==> src/rtl/dfi_timing_ctrl_if.sv <==
// DFI data-path timing bundle: configuration, per-phase enables in, timed enables out.
interface dfi_timing_ctrl_if #(
  parameter int NPHASES = 2
);
  logic [3:0]         cfg_wrlat;
  logic [3:0]         cfg_rdlat;
  logic [NPHASES-1:0] dfi_wrdata_en;
  logic [NPHASES-1:0] dfi_rddata_en;
  logic               err_clr;
  logic [NPHASES-1:0] dq_oe;
  logic               dqs_oe;
  logic [NPHASES-1:0] dfi_rddata_valid;
  logic               busy;
  logic [3:0]         act_wrlat;
  logic [3:0]         act_rdlat;
  logic               err_turnaround;

  modport master (
    output cfg_wrlat, cfg_rdlat, dfi_wrdata_en, dfi_rddata_en, err_clr,
    input  dq_oe, dqs_oe, dfi_rddata_valid, busy, act_wrlat, act_rdlat, err_turnaround
  );

  modport slave (
    input  cfg_wrlat, cfg_rdlat, dfi_wrdata_en, dfi_rddata_en, err_clr,
    output dq_oe, dqs_oe, dfi_rddata_valid, busy, act_wrlat, act_rdlat, err_turnaround
  );
endinterface

==> src/rtl/dfi_timing_ctrl.sv <==
// Delays DFI write/read data enables by programmable latencies, generates DQS
// preamble/postamble, and flags write/read bus turnaround conflicts.
module dfi_timing_ctrl #(
  parameter int NPHASES   = 2,
  parameter int MAX_LAT   = 8,
  parameter int WRLAT_RST = 2,
  parameter int RDLAT_RST = 5
) (
  input logic              sys_clk,
  input logic              sys_rst,
  dfi_timing_ctrl_if.slave bus
);
  localparam logic [3:0] WR_HI = 4'(MAX_LAT - 1);
  localparam logic [3:0] RD_HI = 4'(MAX_LAT);

  function automatic logic [3:0] clamp_lat(input logic [3:0] v, input logic [3:0] hi);
    if (v == 4'd0) return 4'd1;
    if (v > hi) return hi;
    return v;
  endfunction

  localparam logic [3:0] WR_RST = clamp_lat(4'(WRLAT_RST), WR_HI);
  localparam logic [3:0] RD_RST = clamp_lat(4'(RDLAT_RST), RD_HI);

  logic [NPHASES-1:0] wr_line [MAX_LAT+1];
  logic [NPHASES-1:0] rd_line [MAX_LAT+1];
  logic [NPHASES-1:0] dq_oe_q, rv_q;
  logic               dqs_q, busy_q, err_q;
  logic [3:0]         act_wr, act_rd;

  logic [NPHASES-1:0] dq_next, wr_pre, rv_next;
  logic               dqs_next, pend, adopt, err_set;

  // Entry k of a line holds the enable sampled k+1 cycles ago; the output
  // register adds the final cycle, so a latency L taps entry L-2.
  always_comb begin
    dq_next = '0;
    wr_pre  = '0;
    rv_next = '0;
    pend    = (|bus.dfi_wrdata_en) || (|bus.dfi_rddata_en);
    for (int k = 0; k <= MAX_LAT; k++) begin
      if (k + 2 == int'(act_wr)) dq_next = wr_line[k];
      if (k + 3 == int'(act_wr)) wr_pre  = wr_line[k];
      if (k + 2 == int'(act_rd)) rv_next = rd_line[k];
      if (k + 3 <= int'(act_wr) && wr_line[k] != '0) pend = 1'b1;
      if (k + 3 <= int'(act_rd) && rd_line[k] != '0) pend = 1'b1;
    end
    if (act_wr == 4'd1) dq_next = bus.dfi_wrdata_en;
    if (act_wr == 4'd2) wr_pre  = bus.dfi_wrdata_en;
    if (act_rd == 4'd1) rv_next = bus.dfi_rddata_en;
    // At latency 1 the preamble would need next cycle's input, so it is absent.
    dqs_next = (|dq_oe_q) || (|dq_next) || (|wr_pre);
    pend     = pend || (|dq_next) || dqs_next || (|rv_next);
    adopt    = !busy_q && (bus.dfi_wrdata_en == '0) && (bus.dfi_rddata_en == '0);
    err_set  = ((|bus.dfi_wrdata_en) && (|bus.dfi_rddata_en)) || ((|dq_oe_q) && (|rv_q));
  end

  always_ff @(posedge sys_clk) begin
    if (sys_rst) begin
      for (int k = 0; k <= MAX_LAT; k++) begin
        wr_line[k] <= '0;
        rd_line[k] <= '0;
      end
      dq_oe_q <= '0;
      rv_q    <= '0;
      dqs_q   <= 1'b0;
      busy_q  <= 1'b0;
      err_q   <= 1'b0;
      act_wr  <= WR_RST;
      act_rd  <= RD_RST;
    end else begin
      wr_line[0] <= bus.dfi_wrdata_en;
      rd_line[0] <= bus.dfi_rddata_en;
      // Clearing on adoption drops stale entries beyond the old latency.
      for (int k = 1; k <= MAX_LAT; k++) begin
        wr_line[k] <= adopt ? '0 : wr_line[k-1];
        rd_line[k] <= adopt ? '0 : rd_line[k-1];
      end
      if (adopt) begin
        act_wr <= clamp_lat(bus.cfg_wrlat, WR_HI);
        act_rd <= clamp_lat(bus.cfg_rdlat, RD_HI);
      end
      dq_oe_q <= dq_next;
      rv_q    <= rv_next;
      dqs_q   <= dqs_next;
      busy_q  <= pend;
      err_q   <= err_set || (err_q && !bus.err_clr);
    end
  end

  assign bus.dq_oe            = dq_oe_q;
  assign bus.dqs_oe           = dqs_q;
  assign bus.dfi_rddata_valid = rv_q;
  assign bus.busy             = busy_q;
  assign bus.act_wrlat        = act_wr;
  assign bus.act_rdlat        = act_rd;
  assign bus.err_turnaround   = err_q;
endmodule

==> src/flat_wrapper.sv <==
// flat-port wrapper written by rule: the top's interface ports become plain ports
module dfi_timing_ctrl_flat 
#(
  parameter int NPHASES   = 2,
  parameter int MAX_LAT   = 8,
  parameter int WRLAT_RST = 2,
  parameter int RDLAT_RST = 5
)
  (sys_clk, sys_rst, bus_cfg_wrlat, bus_cfg_rdlat, bus_dfi_wrdata_en, bus_dfi_rddata_en, bus_err_clr, bus_dq_oe, bus_dqs_oe, bus_dfi_rddata_valid, bus_busy, bus_act_wrlat, bus_act_rdlat, bus_err_turnaround);
  dfi_timing_ctrl_if #(.NPHASES(NPHASES)) bus_i ();
  input logic sys_clk;
  input logic sys_rst;
  input wire logic [$bits(bus_i.cfg_wrlat)-1:0] bus_cfg_wrlat;
  input wire logic [$bits(bus_i.cfg_rdlat)-1:0] bus_cfg_rdlat;
  input wire logic [$bits(bus_i.dfi_wrdata_en)-1:0] bus_dfi_wrdata_en;
  input wire logic [$bits(bus_i.dfi_rddata_en)-1:0] bus_dfi_rddata_en;
  input wire logic [$bits(bus_i.err_clr)-1:0] bus_err_clr;
  output wire logic [$bits(bus_i.dq_oe)-1:0] bus_dq_oe;
  output wire logic [$bits(bus_i.dqs_oe)-1:0] bus_dqs_oe;
  output wire logic [$bits(bus_i.dfi_rddata_valid)-1:0] bus_dfi_rddata_valid;
  output wire logic [$bits(bus_i.busy)-1:0] bus_busy;
  output wire logic [$bits(bus_i.act_wrlat)-1:0] bus_act_wrlat;
  output wire logic [$bits(bus_i.act_rdlat)-1:0] bus_act_rdlat;
  output wire logic [$bits(bus_i.err_turnaround)-1:0] bus_err_turnaround;
  assign bus_i.cfg_wrlat = bus_cfg_wrlat;
  assign bus_i.cfg_rdlat = bus_cfg_rdlat;
  assign bus_i.dfi_wrdata_en = bus_dfi_wrdata_en;
  assign bus_i.dfi_rddata_en = bus_dfi_rddata_en;
  assign bus_i.err_clr = bus_err_clr;
  assign bus_dq_oe = bus_i.dq_oe;
  assign bus_dqs_oe = bus_i.dqs_oe;
  assign bus_dfi_rddata_valid = bus_i.dfi_rddata_valid;
  assign bus_busy = bus_i.busy;
  assign bus_act_wrlat = bus_i.act_wrlat;
  assign bus_act_rdlat = bus_i.act_rdlat;
  assign bus_err_turnaround = bus_i.err_turnaround;
  dfi_timing_ctrl #(.NPHASES(NPHASES), .MAX_LAT(MAX_LAT), .WRLAT_RST(WRLAT_RST), .RDLAT_RST(RDLAT_RST)) u_core (.sys_clk(sys_clk), .sys_rst(sys_rst), .bus(bus_i));
endmodule
==> config.mk <==
export PLATFORM = sky130hd
export DESIGN_NAME = dfi_timing_ctrl_flat
export DESIGN_NICKNAME = d
export VERILOG_FILES = /design/src/rtl/dfi_timing_ctrl_if.sv /design/src/rtl/dfi_timing_ctrl.sv /design/src/flat_wrapper.sv
export SDC_FILE = /design/constraint.sdc
export NUM_CORES = 1
export LEC_CHECK = 0
export BUFFER_PORTS_ARGS = -buffer_cell sky130_fd_sc_hd__buf_2
export CAP_MARGIN = 10
export CORE_ASPECT_RATIO = 1.75
export CORE_MARGIN = 5
export CORE_UTILIZATION = 45
export DETAILED_ROUTE_END_ITERATION = 10
export PLACE_DENSITY = 0.74
export SLEW_MARGIN = 0
export SYNTH_ARGS = -nofsm -noshare
export SYNTH_HDL_FRONTEND = slang
export SYNTH_SLANG_ARGS = --single-unit
==> constraint.sdc <==
create_clock -name sys_clk -period 1.66 [get_ports sys_clk]
set_clock_uncertainty 0.05 [all_clocks]
set_input_delay 0.166 -clock sys_clk [delete_from_list [all_inputs] [get_ports sys_clk]]
set_output_delay 0.166 -clock sys_clk [all_outputs]
set_load 0.02 [all_outputs]
==> run summary, run 1 <==
The maximum clock path buffer count is 2. For the worst setup path, the data required time is 1780 ps. The reg2reg setup slack is -250 ps. The most common cell after layout, fill and taps aside is sky130_fd_sc_hd__buf_4. In this run the clock root is driven by a sky130_fd_sc_hd__clkbuf_8. In the global route stage, overall resource usage came out at 22.0%. Relative to the synthesized area, the layout overhead comes to 37.0%.

The compound-gate portion of the synthesized area came out at 19.1%. The initial cell density of the core is 45.4%. Synthesis instantiated 47 different standard cells from the library. In the layout the commonest cells are 59 x sky130_fd_sc_hd__buf_4, 43 x sky130_fd_sc_hd__dfxtp_1, 30 x sky130_fd_sc_hd__and2_1, 29 x sky130_fd_sc_hd__nor2_1, 29 x sky130_fd_sc_hd__buf_2. The final core area utilization is 62.2%. After clock tree synthesis, the clock-pin slew on the worst setup and hold paths is 90 ps. After global routing the overflow that remains totals 0. Once routing completed, OpenROAD measured the worst setup slack at -250 ps. The endpoint identified for the worst register-to-register timing path is u_core.bus.busy. Across the run, the number of max-cap violations was 0. The cell area after synthesis is 2500 um2. The sequential fraction of the synthesis area came out at 40.9%. The area of the placeable core came out at 5500 um2.

The row count came out at 36. The arrival time of data at the critical path endpoint is 2030 ps. OpenSTA, run right after detailed placement, puts the worst setup slack at -307 ps. Counting both buffers and inverters, the worst setup path holds a total of 2.

The signal on the critical path passes through buf_12 > buf_4 > a21oi_2 > a2111oi_1 > a31o_1 > o32a_1 > nor4_4 > a41oi_1. Buffers inserted to repair hold after CTS numbered 0. The first routing iteration left 170 violations. In the synthesized netlist, mux cells make up 4.61% of the area. The minimum clock period came out at 1910 ps. Summing the areas of all xor and xnor instances in the mapped netlist gives 0% of the synthesized area. The endpoint kind of the worst setup timing path is a register. In the finished design, the share of the clock period the worst path needs comes to 115%.

The async set-reset flop share out of synthesis is 0%. In the routed layout, each cell is associated on average with a via count of 5.49. The routability-driven placement congestion ratio is 0.953.

The achievable frequency is 524 MHz. Power spread over the standard cell area amounts to 692 nW/um2. The net count of the mapped netlist is 311.

The routed wire length is 7.68 mm. Before antenna repair, the detailed router went through 4 iterations. Setup repair after global routing could not meet its margin everywhere. The number of enable-type register cells in the synthesized netlist is 0. The yosys synthesis warning count is 0. The relative max-transition margin is 69.8%. The floorplan die area is 7200 um2. The maximum cell stage delay along the critical path came out at 360 ps. The clock network latency to the later pin of the worst-skew pair is 300 ps. Pin placement for this block handled 30 I/O pins.

The number of antenna diodes in the final layout is 0. The via count came out at 2472. The post-layout net count is 388. The count of input and output buffers came out at 29.

The static leakage is 1.42 nW. The count of filler cells inserted in the layout came out at 491. The worst hold path begins at bus_dfi_rddata_en[1]. STA classifies the critical path startpoint as a register.

The number of antenna violations at the first check in global routing is 0. The number of global-route vias before repair is 2546. The post-route netlist has 35.3% of its cells at a drive strength greater than 1.

Setup violations remaining at the end of the flow were counted as 5. After technology mapping, the gate count stands at 296. The first global-routing pass estimated 12.2 mm of wire. The TritonCTS clock tree is yes. The max-slew violation count is 0.

The classification of the worst setup path is register to register. After legalization and detailed placement, the total HPWL measured 5.70 mm. The maximum number of pins on one net before global-route repair is 23. The worst hold path endpoint is u_core.rd_line[0][1]. The number of clock sinks seen by CTS came out at 51.

The count of unresolved DRC violations after routing is 0. The average instance area after synthesis is 8.44 um2. The peak ir drop on the vdd network came out at 0.719 mV. The number of synthesized register bits is 51. The measured slew at the worst slew-check pin is 452 ps. In this run the remaining antenna-violating nets after routing total 0. The design draws 2.37 mW. The average detailed-routed wire length per instance came out at 17.1 um. After synthesis, the largest family of logic cells by area is simple AND/OR/NAND/NOR gates. The run finished, with violations left. Measured along the y axis, the die boundary spans 109 um. The cell family contributing the most delay on the critical path is compound AO/OA/AOI/OAI gates. The critical path's slowest cell is sky130_fd_sc_hd__dfxtp_4. The worst register-to-register path has a depth of 8. The number of H-tree branching levels came out at 2. The worst hold path stage count is 2. The arithmetic-cell share of the synthesized area counting full adders, half adders and majority gates is 0%. The checks that failed: setup timing. The reg-to-reg startpoint is u_core.bus.act_wrlat[0]. The die boundary width came out at 66.3 um. The worst-path maximum fanout is 5.

The number of hold-slack violations in the final timing report came out at 0. The most common flop cell mapped by yosys is sky130_fd_sc_hd__dfxtp_1. The min-delay analysis places its worst path in the category primary input to register.

The critical path starts at u_core.bus.act_wrlat[0]. The number of clock buffers added by TritonCTS is 5. The post-synthesis share of cell area spent on and, or, nand and nor gates is 29.2%.
## synth_stat cells, types with 4 or more instances
| library cell | number | area [um2] |
|---|---|---|
| sky130_fd_sc_hd__nor3_1 | 12 | 60.1 |
| sky130_fd_sc_hd__a21oi_1 | 14 | 70.1 |
| sky130_fd_sc_hd__clkbuf_1 | 8 | 30.0 |
| sky130_fd_sc_hd__a31oi_1 | 6 | 37.5 |
| sky130_fd_sc_hd__dfxtp_1 | 51 | 1020 |
| sky130_fd_sc_hd__o22ai_1 | 9 | 56.3 |
| sky130_fd_sc_hd__nand2_1 | 10 | 37.5 |
| sky130_fd_sc_hd__nand2b_1 | 13 | 81.3 |
| sky130_fd_sc_hd__mux2i_1 | 10 | 100 |
| sky130_fd_sc_hd__and2_1 | 30 | 188 |
| sky130_fd_sc_hd__inv_1 | 9 | 33.8 |
| sky130_fd_sc_hd__nand3_1 | 5 | 25.0 |
| sky130_fd_sc_hd__nor2_1 | 29 | 109 |
| sky130_fd_sc_hd__nor4_1 | 6 | 37.5 |
| sky130_fd_sc_hd__nor2b_1 | 7 | 43.8 |
| sky130_fd_sc_hd__o32ai_1 | 4 | 35.0 |
| sky130_fd_sc_hd__o21ai_0 | 9 | 45.0 |
| sky130_fd_sc_hd__buf_2 | 11 | 55.1 |
## state kept, by name, indices dropped and copies added (netlist names)
signal and cells:
u_core.wr_line 18, u_core.bus.act_rdlat 4, u_core.bus.act_wrlat 4, u_core.rd_line 18
u_core.bus.dfi_rddata_valid 2, u_core.bus.err_turnaround 1, u_core.bus.dq_oe 2, u_core.bus.busy 1
u_core.bus.dqs_oe 1
## per-stage QoR
| stage | hold WS (ps) | cell area (um2) | setup TNS (ps) | cells |
|---|---|---|---|---|
| after global routing | 92.4 | 3420 | -1110 | 450 |
| final | 85.2 | 3420 | -771 | 450 |
| after floorplan | 244 | 2510 | -249 | 296 |
| after detailed placement | 398 | 3100 | -932 | 438 |
| after CTS | 84.4 | 3270 | -446 | 446 |
| after global placement | 390 | 3100 | -790 | 438 |
## cells by family (layout without fill, tap and decap cells)
| logic type | count (synthesis) | after routing |
|---|---|---|
| buffers and inverters | 32 | 110 |
| AO/OA/AOI/OAI | 71 | 71 |
| AND/OR/NAND/NOR | 131 | 131 |
| multiplexers | 11 | 11 |
| flip-flops | 51 | 51 |
## cell type report
class	count	area (um2)	share of cell area (%)
clock buffer	7	108	3.15
inverter	9	33.8	0.988
multi-input combinational	213	1470	42.8
tap	76	95.1	2.78
clock inverter	1	5.00	0.146
sequential	51	1040	30.5
timing repair buffer	93	671	19.6
## timing repair
action / in CTS / in global routing
pin swaps: 1 / 8
gates resized for setup: 15 / 25
setup buffers: 0 / 4
setup endpoints to repair: 6 / 6
## layer usage
layer | up-vias | GRT usage (%) | part of all wire, %
li1 | 1209 | - | -
met1 | 1196 | 22.7 | 38
met2 | 42 | 42.5 | 57
met3 | 25 | 3.22 | 2.4
met4 | 0 | 8.72 | 3.4
met5 | - | 0 | 0
## power by group
group / total [mW] / switching, mW / internal (mW)
combinational: 0.259 / 0.133 / 0.126
clock: 0.838 / 0.410 / 0.428
sequential: 1.27 / 0.0263 / 1.24
total: 2.37 / 0.569 / 1.80
## how the worst max path moves through the flow
stage                       to  slack (ps)  depth (start not counted)
2_1_floorplan  u_core.bus.busy        -170                          6
3_3_place_gp   u_core.bus.busy        -270                          8
3_5_place_dp   u_core.bus.busy        -310                          8
4_1_cts        u_core.bus.busy        -220                          7
5_1_grt        u_core.bus.busy        -310                          8
6_report       u_core.bus.busy        -250                          8
Note: power is estimated with default switching activity, not from simulation.
==> run 2, diff against run 1 <==
--- a/config.mk
+++ b/config.mk
@@ -8,7 +8,7 @@
 export BUFFER_PORTS_ARGS = -buffer_cell sky130_fd_sc_hd__buf_2
 export CAP_MARGIN = 10
 export CORE_ASPECT_RATIO = 1.75
-export CORE_MARGIN = 5
+export CORE_MARGIN = 2
 export CORE_UTILIZATION = 45
 export DETAILED_ROUTE_END_ITERATION = 10
 export PLACE_DENSITY = 0.74
==> run 2 against run 1 <==
  * The flow still finishes with violations (setup timing)
  * Non-clock buffer count up 3
  * Setup slack better by 56 ps
  * Fmax up 3.0%
  * Count of clock-buffer cells in the layout unchanged
  * Die area down 14%
  * Critical path depth down 3
  * Sequential power about the same
  * Via count up 0.12%
  * Critical path type unchanged
  * Largest power group unchanged
==> run summary, run 2 (synthesized netlist as in run 1, its figures left out) <==
The flow ran to the end, but the final reports show violations. The checks that failed: setup timing. The multi-input gate area in the final layout is 1400 um2 (-4.2%). From synthesis to final layout, the design area changed by 33.8%. The number of global-route vias before repair came out at 2430 (-4.6%).

The die boundary width is 60.3 um (-9.0%). TritonCTS built the clock tree. The measured slew at the worst slew-check pin is 472 ps (+19.2 ps). The row count is 35 (-2.8%). The max-slew violation count was 0 (unchanged).

The library cell used most frequently in the layout, excluding fill and tap cells, is sky130_fd_sc_hd__buf_4. The average detailed-routed wire length per instance came out at 16.4 um (-3.8%). The internal power came out at 1.66 mW (-7.7%). The minimum clock period came out at 1850 ps (-55.8 ps). The fraction of power consumed by the clock network is 30.5% (-4.9 points).

The count of unresolved DRC violations after routing was 0 (unchanged). The area of the placeable core is 5300 um2 (-3.6%). The antenna diode count was 0 (unchanged). The number of optimization iterations in the first detailed-route pass came out at 4 (unchanged).

By startpoint and endpoint, the worst setup path is classified as register to register. The via count was 2475 (+0.12%). The maximum number of pins on one net before global-route repair is 18 (-22%). In the layout the commonest cells are 62 x sky130_fd_sc_hd__buf_4, 43 x sky130_fd_sc_hd__dfxtp_1, 30 x sky130_fd_sc_hd__and2_1, 29 x sky130_fd_sc_hd__nor2_1, 29 x sky130_fd_sc_hd__buf_2. The floorplan die area came out at 6190 um2 (-14%). The peak ir drop on the vdd network came out at 0.473 mV (-34%). The share of post-route cells with drive strength above 1 is 33.5% (-1.8 points). STA classifies the critical path startpoint as a register.

The total CTS buffers is 5 (unchanged). The final worst-path setup slack is -194 ps (+55.8 ps). The number of clock sinks seen by CTS came out at 51 (unchanged). The sequential group share of total power came out at 58.1% (+4.4 points). The count of filler cells inserted in the layout is 475 (-3.3%).

The global-route wire length before repair came out at 11.5 mm (-5.6%). The path class of the tightest hold or removal check is primary input to register. The count of final setup violators is 5 (unchanged). The arrival time of data at the critical path endpoint is 1970 ps (-60 ps). The switching part of the total power is 24.3% (+0.20 points). The achievable frequency is 539 MHz (+3.0%). The largest registers in the layout are u_core.rd_line: 18 flops, u_core.wr_line: 18 flops. The maximum clock path buffer count was 2 (unchanged). The endpoint kind of the worst setup timing path is a register.

The number of ports placed on the die boundary came out at 30 (unchanged). The number of antenna violations at the first check in global routing is 0 (unchanged). The count of input and output buffers was 29 (unchanged). The number of hold-slack violations in the final timing report is 0 (unchanged). The clock network latency to the later pin of the worst-skew pair came out at 300 ps (about the same). The violation count after the first detailed-routing iteration was 104 (-39%). The clock tree root buffer cell is sky130_fd_sc_hd__clkbuf_8.

The final period utilization is 112% (-3.4 points). The final total negative setup slack is -435 ps (+336 ps). The switching power is 0.531 mW (-6.7%). The half-perimeter wire length after detailed placement came out at 5.58 mm (-2.1%). The power density normalized to cell area came out at 656 nW/um2 (-5.2%). The max-capacitance violation count came to 0 (unchanged). The number of vias per cell after detailed routing came out at 5.50 (+0.12%). The worst-path maximum fanout came out at 10 (+5).

The height of the die is 103 um (-5.5%). The all-layer global routing usage is 25.2% (+3.2 points). The post-route non-filler standard cell count is 450 (unchanged). The relative max-transition margin came out at 67.7% (-2.1 points).

The leftover overflow at the end of global routing is 0 (unchanged). The post-layout net count came out at 391 (+0.77%). The proportion of power drawn by combinational gates is 11.4% (+0.5 points).

The combined flip-flop and latch cell area was 1040 um2 (-0.24%). The number of H-tree branching levels is 2 (unchanged). The initial cell density of the core came to 47.1% (+1.7 points). The clock-pin slew on the worst setup and hold paths came out at 90 ps (about the same). The number of placed instances with taps included is 435 (-0.68%).

Setup repair after global routing could not meet its margin everywhere. The static leakage came out at 1.42 nW (-0.38%). The remaining antenna violation count came out at 0 (unchanged). The routability-driven placement congestion ratio is 0.924 (-3.0%). The routed wire length is 7.39 mm (-3.8%). The worst path required time is 1780 ps (about the same).
## run 2: changes by cell type in the layout (fill, tap and decap cells not counted), sizes merged
cell / change
clkbuf: +1
clkinv: -1
buf: +2
## run 2: through the flow
stage / cell area, um2 / setup slack (ps) / power (mW) / hold slack, ps / utilization [%]
6_report: 3340 / -194 / 2.19 / 71.1 / 63.0
4_1_cts: 3190 / -210 / 2.19 / 73.0 / 60.2
2_1_floorplan: 2510 / -174 / 1.42 / 244 / -
3_3_place_gp: 3080 / -195 / 1.53 / 380 / 58.0
3_5_place_dp: 3080 / -232 / 1.53 / 391 / 58.0
5_1_grt: 3340 / -274 / 2.28 / 95.2 / 63.0
## run 2: worst paths after layout
check	startpoint	endpoint	slack (ps)	cells past startpoint
worst min-delay path	bus_cfg_wrlat[0]	u_core.bus.act_wrlat[0]	70	3
worst max-delay path	u_core.bus.act_wrlat[0]	u_core.bus.busy	-190	5
worst max register to register	u_core.bus.act_wrlat[0]	u_core.bus.busy	-190	5
worst min register to register	u_core.rd_line[0][15]	u_core.rd_line[1][1]	430	2
## run 2: routing by layer
metal  part of all wire, %  vias to the layer above  routed length (um)  global-route usage, %
met3                   2.5                       14                 184                   2.51
li1                      -                     1215                   -                      -
met5                     0                        -                   0                      0
met2                    58                       49                4270                   47.8
met1                    37                     1197                2740                   26.5
met4                   2.6                        0                 194                   11.6
## run 2: critical path, cell delays in order, from the launching register on
cell and delay, ps:
sky130_fd_sc_hd__dfxtp_4 420, sky130_fd_sc_hd__mux2_4 310, sky130_fd_sc_hd__a31o_1 220, sky130_fd_sc_hd__o32a_1 310, sky130_fd_sc_hd__nor4_2 260, sky130_fd_sc_hd__a41oi_1 150
## run 2: what timing repair did
| action | 4_1_cts | 5_1_grt |
|---|---|---|
| buffers inserted | 2 | 5 |
| endpoints found under the setup margin | 5 | 6 |
| cloned | 0 | 1 |
| hold buffers | 0 | 0 |
| pin swaps | 3 | 4 |
| resized for setup | 5 | 24 |
## run 2: area by class of cell
cell class | count | share of cell area, %
multi-input combinational | 213 | 42.0
timing repair buffer | 96 | 20.7
tap | 74 | 2.77
clock buffer | 7 | 2.28
inverter | 9 | 1.01
sequential | 51 | 31.2
## run 2: power by group through the flow
stage / clock network, mW / registers (mW) / logic, mW
final: 0.669 / 1.27 / 0.249
after global routing: 0.738 / 1.28 / 0.271
after CTS: 0.689 / 1.27 / 0.230
after detailed placement: 0 / 1.30 / 0.224
after global placement: 0 / 1.30 / 0.222
after floorplan: 0 / 1.31 / 0.112
